`src/rtl/seg7_scan_ctrl.sv`:
```
// seg7_scan_ctrl: bus-mapped four-digit seven-segment scan controller.
// VALUE/CTRL registers on the peripheral bus; a prescaled scan walks the
// four digits and drives registered, active-low {an[3:0], seg[7:0]}.

// Per-digit hex decode plus leading-zero blank decision.
module seg7_digit_dec #(
  parameter bit BLANKABLE = 1'b1
) (
  input  logic [3:0] nib,
  input  logic       dp,
  input  logic       lzb,
  input  logic       zero_above,
  output logic       blank,
  output logic [7:0] seg
);

  // Active-low g..a pattern for the nibble, dp on bit 7.
  always_comb begin
    seg[7] = ~dp;
    case (nib)
      4'h0: seg[6:0] = 7'h40;
      4'h1: seg[6:0] = 7'h79;
      4'h2: seg[6:0] = 7'h24;
      4'h3: seg[6:0] = 7'h30;
      4'h4: seg[6:0] = 7'h19;
      4'h5: seg[6:0] = 7'h12;
      4'h6: seg[6:0] = 7'h02;
      4'h7: seg[6:0] = 7'h78;
      4'h8: seg[6:0] = 7'h00;
      4'h9: seg[6:0] = 7'h10;
      4'hA: seg[6:0] = 7'h08;
      4'hB: seg[6:0] = 7'h03;
      4'hC: seg[6:0] = 7'h46;
      4'hD: seg[6:0] = 7'h21;
      4'hE: seg[6:0] = 7'h06;
      default: seg[6:0] = 7'h0E;
    endcase
  end

  // The rightmost digit is built non-blankable so a zero value still shows "0".
  assign blank = BLANKABLE && lzb && zero_above;

endmodule

module seg7_scan_ctrl #(
  parameter logic [31:0] BASE_ADDR = 32'h40000010,
  parameter int          SCAN_DIV  = 50000,
  parameter int          DIV_WIDTH = 16
) (
  input  logic        clk,
  input  logic        reset,
  input  logic        MemRead,
  input  logic        MemWrite,
  input  logic [31:0] Address,
  input  logic [31:0] Write_data,
  output logic [31:0] Read_data,
  output logic [11:0] digits
);

  localparam int                   NUM_DIGITS = 4;
  localparam logic [DIV_WIDTH-1:0] DIV_MAX    = DIV_WIDTH'(SCAN_DIV - 1);

  logic [15:0]          value_q, shadow_q;
  logic                 en_q, lzb_q;
  logic [3:0]           dp_q;
  logic [DIV_WIDTH-1:0] pre_q;
  logic [1:0]           idx_q;

  logic sel_val, sel_ctrl, tick, wrap;
  logic [NUM_DIGITS-1:0][7:0] dig_seg;
  logic [NUM_DIGITS-1:0]      dig_blank;
  logic [NUM_DIGITS-1:0]      zero_above;

  // Bits of the write bus that no register holds.
  logic unused_wdata;
  assign unused_wdata = &{1'b0, Write_data[31:16]};

  assign sel_val  = (Address == BASE_ADDR);
  assign sel_ctrl = (Address == BASE_ADDR + 32'd4);
  assign tick     = en_q && (pre_q == DIV_MAX);
  assign wrap     = tick && (idx_q == 2'd3);

  // Register writes; full-word only, exact address match.
  always_ff @(posedge clk or posedge reset) begin
    if (reset) begin
      value_q <= '0;
      en_q    <= 1'b1;
      lzb_q   <= 1'b0;
      dp_q    <= '0;
    end else if (MemWrite) begin
      if (sel_val) value_q <= Write_data[15:0];
      if (sel_ctrl) begin
        en_q  <= Write_data[0];
        lzb_q <= Write_data[1];
        dp_q  <= Write_data[7:4];
      end
    end
  end

  // Combinational readback; reserved CTRL bits read as zero.
  always_comb begin
    Read_data = '0;
    if (MemRead && sel_val)  Read_data = {16'h0, value_q};
    if (MemRead && sel_ctrl) Read_data = {24'h0, dp_q, 2'b00, lzb_q, en_q};
  end

  // Prescaler and digit index advance only while enabled; both hold otherwise.
  always_ff @(posedge clk or posedge reset) begin
    if (reset) begin
      pre_q <= '0;
      idx_q <= '0;
    end else if (en_q) begin
      if (tick) begin
        pre_q <= '0;
        idx_q <= idx_q + 2'd1;
      end else begin
        pre_q <= pre_q + DIV_WIDTH'(1);
      end
    end
  end

  // Frame shadow: latched only at frame start so a frame never tears.
  // Right after reset both VALUE and shadow are zero, so the first frame
  // already matches VALUE without a dedicated load.
  always_ff @(posedge clk or posedge reset) begin
    if (reset)     shadow_q <= '0;
    else if (wrap) shadow_q <= value_q;
  end

  genvar gi;
  generate
    for (gi = 0; gi < NUM_DIGITS; gi++) begin : g_dig
      assign zero_above[gi] = ~|shadow_q[15:4*gi];
      seg7_digit_dec #(.BLANKABLE(gi != 0)) u_dec (
        .nib        (shadow_q[4*gi+3:4*gi]),
        .dp         (dp_q[gi]),
        .lzb        (lzb_q),
        .zero_above (zero_above[gi]),
        .blank      (dig_blank[gi]),
        .seg        (dig_seg[gi])
      );
    end
  endgenerate

  // Registered drive: one cycle behind index/shadow/CTRL.
  always_ff @(posedge clk or posedge reset) begin
    if (reset)                 digits <= 12'hFFF;
    else if (!en_q)            digits <= 12'hFFF;
    else if (dig_blank[idx_q]) digits <= 12'hFFF;
    else                       digits <= {~(4'b0001 << idx_q), dig_seg[idx_q]};
  end

endmodule
```
`config.mk`:
```
export PLATFORM = sky130hd
export DESIGN_NAME = seg7_scan_ctrl
export DESIGN_NICKNAME = d
export VERILOG_FILES = /design/src/rtl/seg7_scan_ctrl.sv
export SDC_FILE = /design/constraint.sdc
export NUM_CORES = 1
export LEC_CHECK = 0
export CAP_MARGIN = 20
export CORE_MARGIN = 4
export CORE_UTILIZATION = 54
export CTS_CLUSTER_DIAMETER = 120
export CTS_CLUSTER_SIZE = 24
export DETAILED_ROUTE_END_ITERATION = 10
export GPL_TIMING_DRIVEN = 0
export PLACE_DENSITY_LB_ADDON = 0.12
export SYNTH_ARGS = -nofsm -noshare
export SYNTH_HDL_FRONTEND = slang
export SYNTH_SLANG_ARGS = --single-unit
```
`constraint.sdc`:
```
create_clock -name clk -period 3.64 [get_ports clk]
set_input_delay 0.546 -clock clk [delete_from_list [all_inputs] [get_ports clk]]
set_output_delay 0.546 -clock clk [all_outputs]
set_load 0.05 [all_outputs]
```
==> impl_metrics.env, run 1 <==
export IMPL_n_antenna_cell=0
export IMPL_globalRouteTotalUtil_pct=20.05
export IMPL_cts_tree="yes"
export IMPL_dpl_hpwl_um=7279
export IMPL_vias=3377
export IMPL_via_count_of_the_first_global_routing_pass=3271
export IMPL_timing_hold_worst_class="reg2reg"
export IMPL_grt_pass1_wl_um=15610
export IMPL_mean_instance_size_in_the_synthesized_netlist_um2=10.82
export IMPL_drt_iter0_markers=178
export IMPL_cts_inserted_buffers=9
export IMPL_clock_insertion_delay_at_the_later_pin_of_the_skew_report_ns=0.35
export IMPL_number_of_enable_flip_flop_cells_after_synthesis=0
export IMPL_critPathLaunchType="input port"
export IMPL_max_cap_violations=0
export IMPL_avgViaCountPerCell=5.464
export IMPL_pin_count_of_the_biggest_net_entering_global_routing=37
export IMPL_timing_setup_critical_path_class="in2out"
export IMPL_layout_common_cells="68 x sky130_fd_sc_hd__clkdlybuf4s50_1, 55 x sky130_fd_sc_hd__dfrtp_1, 33 x sky130_fd_sc_hd__mux2_2"
export IMPL_clk_tree_root_cell="sky130_fd_sc_hd__clkbuf_8"
export IMPL_n_fill_cell=619
export IMPL_irDropWorstVdd_mv=0.1909
export IMPL_drt_pass1_iterations=4
export IMPL_cts_root_to_sink_buffers=2
export IMPL_synthToLayoutAreaGrowth_pct=26.64
export IMPL_dieArea_um2=9639
export IMPL_core_area_um2=7807
export IMPL_clock_pin_slew_worst_setup_and_hold_paths_ns=0.08
export IMPL_global_route_overflow_total=0
export IMPL_drt_wirelength_per_cell_um=15.09
export IMPL_postSynthCellCount=406
export IMPL_cts_hold_buffers_added=0
export IMPL_run_status="complete, no violations"
export IMPL_p_seq_share_pct=50.0
export IMPL_design_area_um2=5562
export IMPL_p_leak_nw=2.477
export IMPL_synth_async_reset_ratio_pct=100.0
export IMPL_end_kind="primary output"
export IMPL_timing_critical_path_fanout_max=6
export IMPL_post_cts_repair_setup_buffers=0
export IMPL_num_nets_final=609
export IMPL_hold_violations=0
export IMPL_postSynth_topFlopCell="sky130_fd_sc_hd__dfrtp_1"
export IMPL_most_common_cell_after_layout_fill_and_taps_aside="sky130_fd_sc_hd__clkdlybuf4s50_1"
export IMPL_final_max_slew_viol_count=0
export IMPL_numPortBuffers=78
export IMPL_clkPwrFrac_pct=41.4
export IMPL_place_gp_congestion=0.9092
export IMPL_pwr_density_cell_nw_per_um2=271.8
export IMPL_switching_share_pct=24.65
export IMPL_rsz_0062_raised_after_global_routing="no"
export IMPL_cts_num_sinks=68
export IMPL_slew_headroom_pct=56.02
export IMPL_dieHeight_um=98.18
export IMPL_final_total_pwr_mw=1.512
export IMPL_drtAntennaViolNets=0
export IMPL_setup_violations=0
export IMPL_fp_dieW_um=98.18
export IMPL_synth_warnings=0
export IMPL_drive_above_1_share_pct=20.74
export IMPL_placed_area_um2=5376
export IMPL_critPathArrivalTime_ns=2.85
export IMPL_synth_sequential_area_ratio_pct=39.12
export IMPL_period_share_pct=93.25
export IMPL_total_switching_power_mw=0.3726
export IMPL_internal_power_mw=1.139
export IMPL_clock_tree_htree_level_count=3
export IMPL_period_needed_ns=3.394
export IMPL_fin_setup_tns_ns=0
export IMPL_cp_data_required_time_ns=3.09
export IMPL_tightestPinTransition_ns=0.6587
export IMPL_hold_worst_slack_ns=0.5093
export IMPL_ys_types=57
export IMPL_antenna_found_initial=0
export IMPL_final_setup_skew_ns=0.01128
export IMPL_synth_cell_area_um2=4392
export IMPL_comb_power_share_pct=8.6
export IMPL_postSynthRegisterBits=68
export IMPL_top_level_ports=112
export IMPL_drt_total_wl_um=9327
export IMPL_row_count=32
export IMPL_drc_errors=0
export IMPL_fmax_mhz=294.6
export IMPL_initial_utilization_pct=56.25
-- cell families after synthesis --
logic type,Yosys count,synth area share (%)
AOI/OAI and AO/OA,50,8.177
xor gates and xnor gates,13,2.593
adders and majority gates,30,8.547
buffers and inverters,58,6.581
DFF,68,39.12
muxes,67,19.06
other,1,0.08539
and+or+nand+nor,119,15.84
-- worst max-delay path, cell delays in order --
cell and delay (ns):
sky130_fd_sc_hd__clkdlybuf4s50_1 0.41, sky130_fd_sc_hd__nor4b_1 0.41, sky130_fd_sc_hd__and4_1 0.29, sky130_fd_sc_hd__nand3_1 0.19
sky130_fd_sc_hd__nor2_1 0.18, sky130_fd_sc_hd__clkdlybuf4s50_1 0.83
-- power groups by stage --
stage          clock, mW  combinational [mW]  sequential, mW
2_1_floorplan          0              0.0675           0.770
3_3_place_gp           0               0.126           0.770
3_5_place_dp           0               0.131           0.770
4_1_cts            0.634               0.131           0.756
5_1_grt            0.683               0.138           0.756
6_report           0.627               0.130           0.756
-- worst paths after layout --
check | slack (ns) | cells after the start | startpoint | end
setup / recovery | 0.25 | 6 | Address[3] | Read_data[0]
hold / removal | 0.51 | 1 | pre_q[13]$_DFFE_PP0P_ | pre_q[13]$_DFFE_PP0P_
setup reg to reg | 1.52 | 5 | pre_q[7]$_DFFE_PP0P_ | shadow_q[11]$_DFFE_PP0P_
hold reg to reg | 0.51 | 1 | pre_q[13]$_DFFE_PP0P_ | pre_q[13]$_DFFE_PP0P_
max in group asynchronous | 2.42 | 3 | reset | shadow_q[11]$_DFFE_PP0P_
min in group asynchronous | 0.60 | 2 | reset | pre_q[13]$_DFFE_PP0P_
-- metal layers --
metal / GRT usage [%] / up-vias / routed length, µm
met4: 7.038 / 0 / 162
met2: 30.58 / 142 / 4179
met1: 27.81 / 1585 / 4249
met5: 0 / - / 0
li1: - / 1634 / -
met3: 5.214 / 16 / 736
-- stage by stage --
| step | setup slack, ns | utilization, % | cells |
|---|---|---|---|
| floorplan | 1.132 | - | 421 |
| global placement | 0.008757 | 68.61 | 601 |
| detailed placement | -0.03796 | 68.86 | 602 |
| CTS | 0.2337 | 71.23 | 618 |
| global route | 0.06626 | 71.23 | 618 |
| finish | 0.2456 | 71.23 | 618 |
-- sequential cells by signal, summed over array words and instances (netlist names) --
signal / flops
shadow_q: 16
lzb_q: 1
value_q: 16
dp_q: 4
digits: 12
pre_q: 16
en_q: 1
idx_q: 2
-- area by class of cell --
class | instances | area (µm²) | area share [%]
Buffer | 34 | 198.9 | 3.577
Tap cell | 102 | 127.6 | 2.295
Sequential cell | 68 | 1718 | 30.89
Multi-Input combinational cell | 295 | 2441 | 43.89
Timing Repair Buffer | 79 | 788.3 | 14.17
Clock buffer | 9 | 123.9 | 2.227
Inverter | 24 | 90.09 | 1.620
Clock inverter | 7 | 73.82 | 1.327
-- repair_timing --
item | CTS | global route
endpoints found under the hold margin | 0 | 0
setup endpoints to repair | 10 | 0
gates resized for setup | 10 | 0
-- cell usage after synthesis, types with 3 or more instances --
cell type | number | area share (%)
sky130_fd_sc_hd__o211ai_1 | 3 | 0.51
sky130_fd_sc_hd__nor2_1 | 25 | 2.1
sky130_fd_sc_hd__dfrtp_1 | 55 | 31
sky130_fd_sc_hd__mux2_2 | 33 | 8.5
sky130_fd_sc_hd__a2bb2oi_1 | 4 | 0.80
sky130_fd_sc_hd__clkbuf_1 | 15 | 1.3
sky130_fd_sc_hd__nand4_1 | 8 | 1.1
sky130_fd_sc_hd__o22ai_1 | 4 | 0.57
sky130_fd_sc_hd__a21oi_1 | 8 | 0.91
sky130_fd_sc_hd__a31oi_1 | 3 | 0.43
sky130_fd_sc_hd__nor4_4 | 3 | 1.5
sky130_fd_sc_hd__inv_1 | 22 | 1.9
sky130_fd_sc_hd__ha_1 | 30 | 8.5
sky130_fd_sc_hd__mux2_4 | 10 | 3.4
sky130_fd_sc_hd__and4_1 | 3 | 0.60
sky130_fd_sc_hd__mux4_2 | 6 | 3.1
sky130_fd_sc_hd__nand3_1 | 14 | 1.6
sky130_fd_sc_hd__nand2b_1 | 3 | 0.43
sky130_fd_sc_hd__and2_1 | 10 | 1.4
sky130_fd_sc_hd__nor4_1 | 7 | 1.0
sky130_fd_sc_hd__nor3_1 | 6 | 0.68
sky130_fd_sc_hd__a221o_1 | 3 | 0.68
sky130_fd_sc_hd__xor2_1 | 5 | 1.0
sky130_fd_sc_hd__o21ai_0 | 7 | 0.80
sky130_fd_sc_hd__mux2i_1 | 18 | 4.1
sky130_fd_sc_hd__dfstp_2 | 13 | 7.8
sky130_fd_sc_hd__nand2_1 | 20 | 1.7
sky130_fd_sc_hd__xnor2_1 | 8 | 1.6
sky130_fd_sc_hd__buf_4 | 17 | 2.9
sky130_fd_sc_hd__nor2b_1 | 6 | 0.85
Power figures use the tool's default switching activity.
==> run 2: changes to the inputs <==
--- a/config.mk
+++ b/config.mk
@@ -6,8 +6,9 @@
 export NUM_CORES = 1
 export LEC_CHECK = 0
 export CAP_MARGIN = 20
+export CORE_ASPECT_RATIO = 0.9
 export CORE_MARGIN = 4
-export CORE_UTILIZATION = 54
+export CORE_UTILIZATION = 45
 export CTS_CLUSTER_DIAMETER = 120
 export CTS_CLUSTER_SIZE = 24
 export DETAILED_ROUTE_END_ITERATION = 10
==> constraint.sdc (replaced) <==
create_clock -name clk -period 3 [get_ports clk]
set_input_delay 0.45 -clock clk [delete_from_list [all_inputs] [get_ports clk]]
set_output_delay 0.45 -clock clk [all_outputs]
set_load 0.05 [all_outputs]
==> impl_metrics.env, run 2 (synthesis results as in run 1) <==
export IMPL_core_area_um2=9331
export IMPL_dieArea_um2=11410
export IMPL_slew_headroom_pct=59.28
export IMPL_dieHeight_um=101.7
export IMPL_place_gp_congestion=0.8859
export IMPL_setup_slack_ns=0.1445
export IMPL_numPortBuffers=78
export IMPL_drt_pass1_iterations=5
export IMPL_rsz_0062_raised_after_global_routing="no"
export IMPL_setup_violations=0
export IMPL_clk_tree_root_cell="sky130_fd_sc_hd__clkbuf_8"
export IMPL_critPathArrivalTime_ns=2.41
export IMPL_hold_violations=0
export IMPL_run_status="complete, no violations"
export IMPL_period_needed_ns=2.856
export IMPL_p_leak_nw=2.435
export IMPL_num_nets_final=608
export IMPL_tightestPinTransition_ns=0.6100
export IMPL_hold_worst_slack_ns=0.4848
export IMPL_top_level_ports=112
export IMPL_detailedPlace_worstSlack_ns=-0.4235
export IMPL_pin_count_of_the_biggest_net_entering_global_routing=42
export IMPL_grt_pass1_wl_um=16430
export IMPL_cts_root_to_sink_buffers=2
export IMPL_pwr_density_cell_nw_per_um2=312.9
export IMPL_globalRouteTotalUtil_pct=17.94
export IMPL_cp_data_required_time_ns=2.55
export IMPL_final_core_util_pct=59.84
export IMPL_timing_hold_worst_class="in2async"
export IMPL_final_total_pwr_mw=1.747
export IMPL_clock_pin_slew_worst_setup_and_hold_paths_ns=0.08
export IMPL_design_area_um2=5584
export IMPL_dpl_hpwl_um=7714
export IMPL_row_count=33
export IMPL_drt_iter0_markers=149
export IMPL_clock_tree_htree_level_count=3
export IMPL_vias=3349
export IMPL_avgViaCountPerCell=5.257
export IMPL_global_route_overflow_total=0
export IMPL_cts_inserted_buffers=9
export IMPL_final_max_slew_viol_count=0
export IMPL_drc_errors=0
export IMPL_cts_num_sinks=68
export IMPL_n_antenna_cell=0
export IMPL_via_count_of_the_first_global_routing_pass=3371
export IMPL_antenna_found_initial=0
export IMPL_n_fill_cell=851
export IMPL_placed_area_um2=5401
export IMPL_clock_insertion_delay_at_the_later_pin_of_the_skew_report_ns=0.35
export IMPL_layout_common_cells="62 x sky130_fd_sc_hd__clkdlybuf4s50_1, 55 x sky130_fd_sc_hd__dfrtp_1, 33 x sky130_fd_sc_hd__mux2_2"
export IMPL_final_setup_skew_ns=0.009195
export IMPL_cts_tree="yes"
export IMPL_cts_hold_buffers_added=0
export IMPL_drive_above_1_share_pct=23.50
export IMPL_irDropWorstVdd_mv=0.1694
export IMPL_timing_critical_path_fanout_max=10
export IMPL_drtAntennaViolNets=0
export IMPL_drt_wirelength_per_cell_um=15.42
export IMPL_timing_setup_critical_path_class="in2out"
export IMPL_critPathLaunchType="input port"
export IMPL_drt_total_wl_um=9825
export IMPL_fmax_mhz=350.2
export IMPL_max_cap_violations=0
export IMPL_fp_dieW_um=112.1
export IMPL_largestRegisters="pre_q x16, shadow_q x16, value_q x16"
export IMPL_period_share_pct=95.18
export IMPL_end_kind="primary output"
export IMPL_initial_utilization_pct=47.06
export IMPL_most_common_cell_after_layout_fill_and_taps_aside="sky130_fd_sc_hd__clkdlybuf4s50_1"
export IMPL_synthToLayoutAreaGrowth_pct=27.15
-- run 2: per-layer routing --
metal	share of wire, %	routed length [µm]	global-route usage, %	vias to the layer above
met4	1.4	134	6.285	0
li1	-	-	-	1633
met2	44	4281	28.17	116
met1	47	4585	23.98	1587
met3	8.4	823	5.078	13
met5	0	0	0	-
-- run 2: worst max-delay path, cell delays in order --
cell	delay, ns
sky130_fd_sc_hd__clkdlybuf4s50_1	0.39
sky130_fd_sc_hd__nor4b_1	0.38
sky130_fd_sc_hd__and4_1	0.26
sky130_fd_sc_hd__and4_1	0.36
sky130_fd_sc_hd__and2_1	0.18
sky130_fd_sc_hd__clkdlybuf4s15_2	0.37
-- run 2: path summary, 6_finish.rpt --
path,from,end,slack (ns),cells past startpoint
worst max-delay path,Address[3],Read_data[8],0.14,6
worst min-delay path,reset,value_q[5]$_DFFE_PP0P_,0.48,2
worst max register to register,pre_q[0]$_DFFE_PP0P_,shadow_q[9]$_DFFE_PP0P_,0.87,6
worst min register to register,pre_q[13]$_DFFE_PP0P_,pre_q[13]$_DFFE_PP0P_,0.51,1
max in group asynchronous,reset,digits[5]$_DFF_PP1_,1.82,3
min in group clk,pre_q[13]$_DFFE_PP0P_,pre_q[13]$_DFFE_PP0P_,0.51,1
-- run 2: stage by stage --
step                TNS, ns  std cells
floorplan                 0        421
global placement     -18.66        621
detailed placement   -4.884        622
CTS                       0        638
global route              0        637
finish                    0        637
-- run 2: cell type report --
type                            count  area [µm²]  share of cell area, %
Sequential cell                    68        1718                  30.76
Buffer                             33       195.2                  3.495
Clock buffer                        9       123.9                  2.218
Timing Repair Buffer               79       799.5                  14.32
Clock inverter                      7       51.30                 0.9187
Inverter                           24       90.09                  1.613
Tap cell                          122       152.6                  2.734
Multi-Input combinational cell    295        2454                  43.94
-- run 2: where the power goes --
| part | leakage, nW | switching [mW] | total [mW] | internal, mW |
|---|---|---|---|---|
| combinational | 1.44 | 0.0801 | 0.158 | 0.0779 |
| clock | 0.0856 | 0.371 | 0.673 | 0.302 |
| sequential | 0.905 | 0.00000000578 | 0.917 | 0.917 |
| total | 2.44 | 0.451 | 1.75 | 1.30 |
-- run 2: timing repair --
item | 4_1_cts | 5_1_grt
resized for setup | 36 | 7
setup buffers | 0 | 0
setup endpoints to repair | 16 | 16
==> run 3: changes to the inputs <==
--- a/config.mk
+++ b/config.mk
@@ -5,7 +5,6 @@
 export SDC_FILE = /design/constraint.sdc
 export NUM_CORES = 1
 export LEC_CHECK = 0
-export CAP_MARGIN = 20
 export CORE_ASPECT_RATIO = 0.9
 export CORE_MARGIN = 4
 export CORE_UTILIZATION = 45
==> results of run 3 <==
Final layout, timing and power as in run 2 (identical DEF).
